File: src/rtl/vga_line_fetch_arbiter.sv
// Framebuffer arbiter: prefetches the next scan line during hblank, grants host writes otherwise.
// Latency: pixel 1 cycle after hpos; host write reaches RAM port 1 cycle after acceptance; fetch 21 cycles.
// Backpressure: host_ready is low whenever a fetch starts or runs; an unaccepted host_valid is simply held.
module vga_line_fetch_arbiter #(
  parameter int DATA_W         = 32,
  parameter int WORDS_PER_LINE = 20,
  parameter int ADDR_W         = 14,
  parameter int H_DISPLAY      = 640,
  parameter int H_MAX          = 799,
  parameter int V_DISPLAY      = 480,
  parameter int V_MAX          = 524
) (
  input  logic              clk,
  input  logic              rst_n,
  input  logic [9:0]        hpos,
  input  logic [9:0]        vpos,
  input  logic              display_on,
  input  logic              host_valid,
  input  logic [ADDR_W-1:0] host_addr,
  input  logic [DATA_W-1:0] host_data,
  output logic              host_ready,
  output logic [ADDR_W-1:0] mem_addr,
  output logic              mem_we,
  output logic [DATA_W-1:0] mem_wdata,
  input  logic [DATA_W-1:0] mem_rdata,
  output logic              pixel,
  output logic              underrun
);

  localparam int IDX_W = $clog2(WORDS_PER_LINE);

  typedef enum logic [1:0] {
    IDLE  = 2'd0,
    FETCH = 2'd1,
    DRAIN = 2'd2
  } state_t;

  state_t             state;
  state_t             state_nxt;
  logic [IDX_W-1:0]   idx;
  logic [IDX_W-1:0]   idx_d;
  logic               cap_vld;
  logic [ADDR_W-1:0]  line_base;
  logic [DATA_W-1:0]  front_buf [WORDS_PER_LINE];
  logic [DATA_W-1:0]  back_buf  [WORDS_PER_LINE];
  logic               back_full;
  logic               fetch_started;
  logic               fetch_start;
  logic               swap_point;
  logic [9:0]         target_line;
  logic [ADDR_W-1:0]  next_base;
  logic [4:0]         word_sel;
  logic [DATA_W-1:0]  cur_word;

  // Fetch trigger: start of hblank on every line whose successor is visible, plus the last frame line.
  always_comb begin
    fetch_start = (hpos == 10'(H_DISPLAY)) &&
                  ((vpos < 10'(V_DISPLAY - 1)) || (vpos == 10'(V_MAX)));
    swap_point  = (hpos == 10'(H_MAX));
    target_line = (vpos == 10'(V_MAX)) ? 10'd0 : vpos + 10'd1;
    next_base   = ADDR_W'(target_line) * ADDR_W'(WORDS_PER_LINE);
  end

  // State register.
  always_ff @(posedge clk or negedge rst_n) begin
    if (!rst_n) state <= IDLE;
    else        state <= state_nxt;
  end

  // Next state and host grant; the fetch always wins over the host.
  always_comb begin
    state_nxt  = state;
    host_ready = 1'b0;
    case (state)
      IDLE: begin
        if (fetch_start) state_nxt  = FETCH;
        else             host_ready = 1'b1;
      end
      FETCH: begin
        if (idx == IDX_W'(WORDS_PER_LINE - 1)) state_nxt = DRAIN;
      end
      DRAIN: state_nxt = IDLE;
      default: state_nxt = IDLE;
    endcase
  end

  // RAM port driver: read addresses while fetching, host writes while idle.
  always_ff @(posedge clk or negedge rst_n) begin
    if (!rst_n) begin
      mem_addr  <= '0;
      mem_we    <= 1'b0;
      mem_wdata <= '0;
      idx       <= '0;
      line_base <= '0;
    end else begin
      mem_we <= 1'b0;
      case (state)
        IDLE: begin
          if (fetch_start) begin
            idx       <= '0;
            line_base <= next_base;
          end else if (host_valid) begin
            mem_we    <= 1'b1;
            mem_addr  <= host_addr;
            mem_wdata <= host_data;
          end
        end
        FETCH: begin
          mem_addr <= line_base + ADDR_W'(idx);
          idx      <= idx + 1'b1;
        end
        default: ;
      endcase
    end
  end

  // Read data returns one cycle after the address goes out; track which slot it belongs to.
  always_ff @(posedge clk or negedge rst_n) begin
    if (!rst_n) begin
      cap_vld <= 1'b0;
      idx_d   <= '0;
    end else begin
      cap_vld <= (state == FETCH);
      idx_d   <= idx;
    end
  end

  // Line store: fill the back buffer, swap into the front at end of line, flag late fetches.
  always_ff @(posedge clk or negedge rst_n) begin
    if (!rst_n) begin
      for (int i = 0; i < WORDS_PER_LINE; i++) begin
        front_buf[i] <= '0;
        back_buf[i]  <= '0;
      end
      back_full     <= 1'b0;
      fetch_started <= 1'b0;
      underrun      <= 1'b0;
    end else begin
      if (cap_vld) back_buf[idx_d] <= mem_rdata;
      if (state == IDLE && fetch_start) fetch_started <= 1'b1;
      if (swap_point) begin
        fetch_started <= 1'b0;
        if (back_full) begin
          for (int i = 0; i < WORDS_PER_LINE; i++) front_buf[i] <= back_buf[i];
          back_full <= 1'b0;
        end else if (fetch_started) begin
          underrun <= 1'b1;
        end
      end
      if (state == DRAIN) back_full <= 1'b1;
    end
  end

  // Select the word under the beam; hpos beyond the line store reads as blank.
  always_comb begin
    word_sel = hpos[9:5];
    cur_word = '0;
    if (word_sel < 5'(WORDS_PER_LINE)) cur_word = front_buf[word_sel];
  end

  // Registered pixel output, LSB of each word is the leftmost pixel.
  always_ff @(posedge clk or negedge rst_n) begin
    if (!rst_n) pixel <= 1'b0;
    else        pixel <= display_on ? cur_word[hpos[4:0]] : 1'b0;
  end

endmodule

File: config.mk
export PLATFORM = sky130hd
export DESIGN_NAME = vga_line_fetch_arbiter
export DESIGN_NICKNAME = d
export VERILOG_FILES = /design/src/rtl/vga_line_fetch_arbiter.sv
export SDC_FILE = /design/constraint.sdc
export NUM_CORES = 2
export LEC_CHECK = 0
export BUFFER_PORTS_ARGS = -buffer_cell sky130_fd_sc_hd__buf_4
export CORE_ASPECT_RATIO = 0.9
export CORE_MARGIN = 2
export CORE_UTILIZATION = 55
export CTS_CLUSTER_SIZE = 30
export DETAILED_ROUTE_END_ITERATION = 8
export GPL_ROUTABILITY_DRIVEN = 1
export PLACE_DENSITY = 0.69
export SYNTH_ARGS = -nofsm -noshare
export SYNTH_HDL_FRONTEND = slang
export SYNTH_SLANG_ARGS = --single-unit
File: constraint.sdc
create_clock -name clk -period 2.75 [get_ports clk]
set_input_delay 0.55 -clock clk [delete_from_list [all_inputs] [get_ports clk]]
set_output_delay 0.55 -clock clk [all_outputs]
set_load 0.01 [all_outputs]
==> reports/metrics.csv <==
metric,value,unit
run status,"complete, no violations",
HP Class,in -> reg,
fin crit period,2668,ps
met1 usage,0.4105,
dominant synthesized flop cell,dfrtp_1,
Die H,310.1,µm
clk buf depth,3,
ys async rst share,1.000,
FF-to-FF setup slack,170,ps
Synth area leaders,"dfrtp_1, mux2_2, nand2_1, mux4_2, mux4_1",
DRT Pass-1 Iters,5,
worst stage delay on the critical path,250,ps
simple-gate share of the synthesized area,0.1457,
Synth top area share,0.5925,
drt first-iter violations,3035,
Avg Vias per Cell,5.646,
fillers,8028,
Die Area,106700,µm²
first-pass GRT wire length,231000,µm
vias in the first global route,38830,
Synth Area in Compound Gates,0.01831,
hold path cells,2,
Slew @ Worst Pin,849.5,ps
area of the multi-input gates,21810,µm²
highest net fanout along the worst path,3,
Total GRT Usage,0.2853,
reg2reg start,front_buf[220],
synthesis-to-layout area growth,16.39,%
largest net degree at the start of global routing,144,
mux share of post-synthesis cell area,0.2038,
Yosys cell types,72,
M2 GR Usage,0.4466,
Comb pwr share,0.067,
Die X,344.2,µm
syn_area_per_cell,11.51,µm²
met3 Track Usage GR,0.05352,
Final Hold Violating Endpoints,0,
largest family of logic cells by synthesized area,multiplexers,
Crit Path Category,in -> out,
FMAX,374.8,MHz
worst endpoint required time,2200,ps
Synth Area in Adders,0.004631,
Crit-path slowest cell,nor2_2,
Rows,112,
GPL Wtd Cong,0.8616,
cell taking the most area after synthesis,dfrtp_1,
Inst Count DP,6500,
core area,103400,µm²
Vias,38100,
design area,66660,µm²
Sw Pwr,0.009753,W
hpwl dp,91880,µm
clock sink count,1356,
Num CTS Buffers,137,
Final Max Tran Viols,0,
CP most frequent cell,buf_4,
Post-DP Area,62090,µm²
setup violators final,0,
initial antenna violation count,5,
WHS,40.35,ps
Clk pwr share,0.437,
WL/cell,21.74,µm
Syn Inst Count,4977,
fraction of layout cells with a size suffix above 1,0.2894,
clock root cell,clkbuf_16,
Port Buf Inserts,151,
Seq cells post-synth,1356,
Final WS setup,82.25,ps
Register Area,33930,µm²
num ports,152,
insertion delay to the later sink of the worst-skew pair,750,ps
Critical Path Start Type,input port,
GR peak layer,met2,
Initial Utilization,0.5538,
Max-Cap Viols,0,
final period utilization,0.9701,
hold endpoint,mem_wdata[24],
Max-slew headroom,0.4336,
Total Nets Final,5395,
Crit path arrival time,2120,ps
"Seq/Total Area, Yosys",0.5925,
residual DRC count,0,
power per cell area,639.3,nW/µm²
post-route insts no fill,6747,
hold_sp,host_data[24],
maximum VDD drop,619.7,µV
post-synthesis xor/xnor area fraction,0.004435,
Pleak,32.89,nW
post-synth net total,5099,
Power Internal,0.03286,W
pre-CTS setup slack,-624.9,ps
total routed wirelength,146700,µm
synthesized area,57270,µm²
CTS tree,built,
Sw Ratio,0.2289,
H-tree Lvls,4,
R2R depth,7,
Post-synth EDFFs,0,
Layout Skew,27.04,ps
yosys warns,0,
worst reg2reg endpoint,pixel,
"Reg clk slew, reported paths",60,ps
grt ovf,0,
Util after Layout,0.6446,
Seq pwr share,0.497,
"Cell Chain, Critical Path",buf_4 > nor2_2 > nand3b_1 > nor4_2 > buf_4 > o21ai_2 > nor3b_4 > buf_4 > buf_4,
Worst Setup End Kind,output pin,
antenna-violating nets left,0,
==> power groups by stage <==
stage / Clock, W / Sequential (W) / Combinational, W
finish: 0.0186 / 0.0212 / 0.00284
global route: 0.0197 / 0.0213 / 0.00312
CTS: 0.0189 / 0.0212 / 0.00286
detailed placement: 0 / 0.0215 / 0.00285
global placement: 0 / 0.0215 / 0.00278
floorplan: 0 / 0.0214 / 0.00142
==> state kept, by name (all words and copies together) (netlist names) <==
register       count
back_buf         640
back_full          1
cap_vld            1
fetch_started      1
front_buf        640
idx                5
idx_d              5
line_base         12
mem_addr          14
mem_wdata         32
mem_we             1
pixel              1
state              2
underrun           1
==> layout make-up <==
| type | count | share of cell area |
|---|---|---|
| inverter | 20 | 0.001389 |
| sequential | 1356 | 0.5090 |
| tap | 1368 | 0.02568 |
| antenna | 2 | 0.00007508 |
| clock buffer | 205 | 0.06277 |
| clock inverter | 38 | 0.004730 |
| timing repair buffer | 497 | 0.06917 |
| multi-input combinational | 3261 | 0.3272 |
==> per-stage QoR <==
stage	power [W]	TNS [ps]
after global routing	0.04410	-8.422
after global placement	0.02426	-25170
final	0.04261	0
after floorplan	0.02286	-369.4
after detailed placement	0.02437	-33230
after CTS	0.04295	0
==> cells in the final DEF (no fill, tap or decap), drive strengths merged, types with 27 or more instances in the layout <==
master	instances
a21oi	35
buf	496
clkbuf	205
clkinv	30
dfrtp	1356
mux2	688
mux2i	73
mux4	136
nand2	2015
nand3	27
nor2	46
o21ai	34
==> critical path: cells and delay by family <==
kind                   cells  cell delay, ps
and+or+nand+nor            4             820
AOI/OAI and AO/OA          1              90
buffers and inverters      4             650
==> kinds of logic (layout without fill, tap and decap cells) <==
family | Yosys count | after routing
compound gates | 156 | 156
xor+xnor | 29 | 29
fa+ha+maj | 20 | 20
buf+inv | 360 | 760
flops | 1356 | 1356
mux | 897 | 897
other cells | 0 | 2
simple gates | 2159 | 2159
==> cells in the mapped netlist (4+ instances only) <==
master	number
o21ai_0	31
mux2i_1	73
o221ai_1	4
o22ai_1	4
o21bai_1	4
nor2_1	44
a2111oi_0	6
mux4_2	101
a221oi_1	6
nand2_1	2014
o211ai_1	6
nand4_1	8
ha_1	18
xor2_1	14
nor3_1	13
a21oi_1	35
mux2_2	685
a22oi_1	10
buf_12	10
a211oi_1	12
nand2b_1	6
inv_1	17
buf_6	11
dfrtp_1	1356
nor3b_1	7
a31oi_1	11
and2_1	5
nand3_1	27
buf_1	51
buf_2	88
buf_4	10
xnor2_1	15
nor2b_1	14
a21o_1	4
clkbuf_1	169
mux4_1	35
==> routing by layer <==
layer | vias to the layer above | wire length (µm) | part of all wire
met3 | 285 | 9308 | 0.063
li1 | 17120 | - | -
met5 | - | 64 | 0.00044
met1 | 19710 | 64850 | 0.44
met2 | 974 | 68580 | 0.47
met4 | 10 | 3886 | 0.026
==> what timing repair did <==
action                                 in CTS  in global routing
buffers inserted                            1                  2
hold buffers                                1                  0
setup endpoints to repair                   1                  2
resized for setup                           4                  7
pin swaps                                   0                  2
endpoints found under the hold margin      53                  0
==> worst max-delay path by stage <==
stage | from | end | slack (ps) | depth (start not counted)
2_1_floorplan | vpos[0] | line_base[13] | -340 | 17
3_3_place_gp | vpos[0] | line_base[13] | -620 | 19
3_5_place_dp | vpos[0] | line_base[13] | -620 | 19
4_1_cts | vpos[0] | host_ready | 0.8 | 10
5_1_grt | vpos[0] | line_base[13] | -8 | 19
6_report | hpos[2] | host_ready | 80 | 9
No activity file was read; power rests on OpenSTA's default activity.
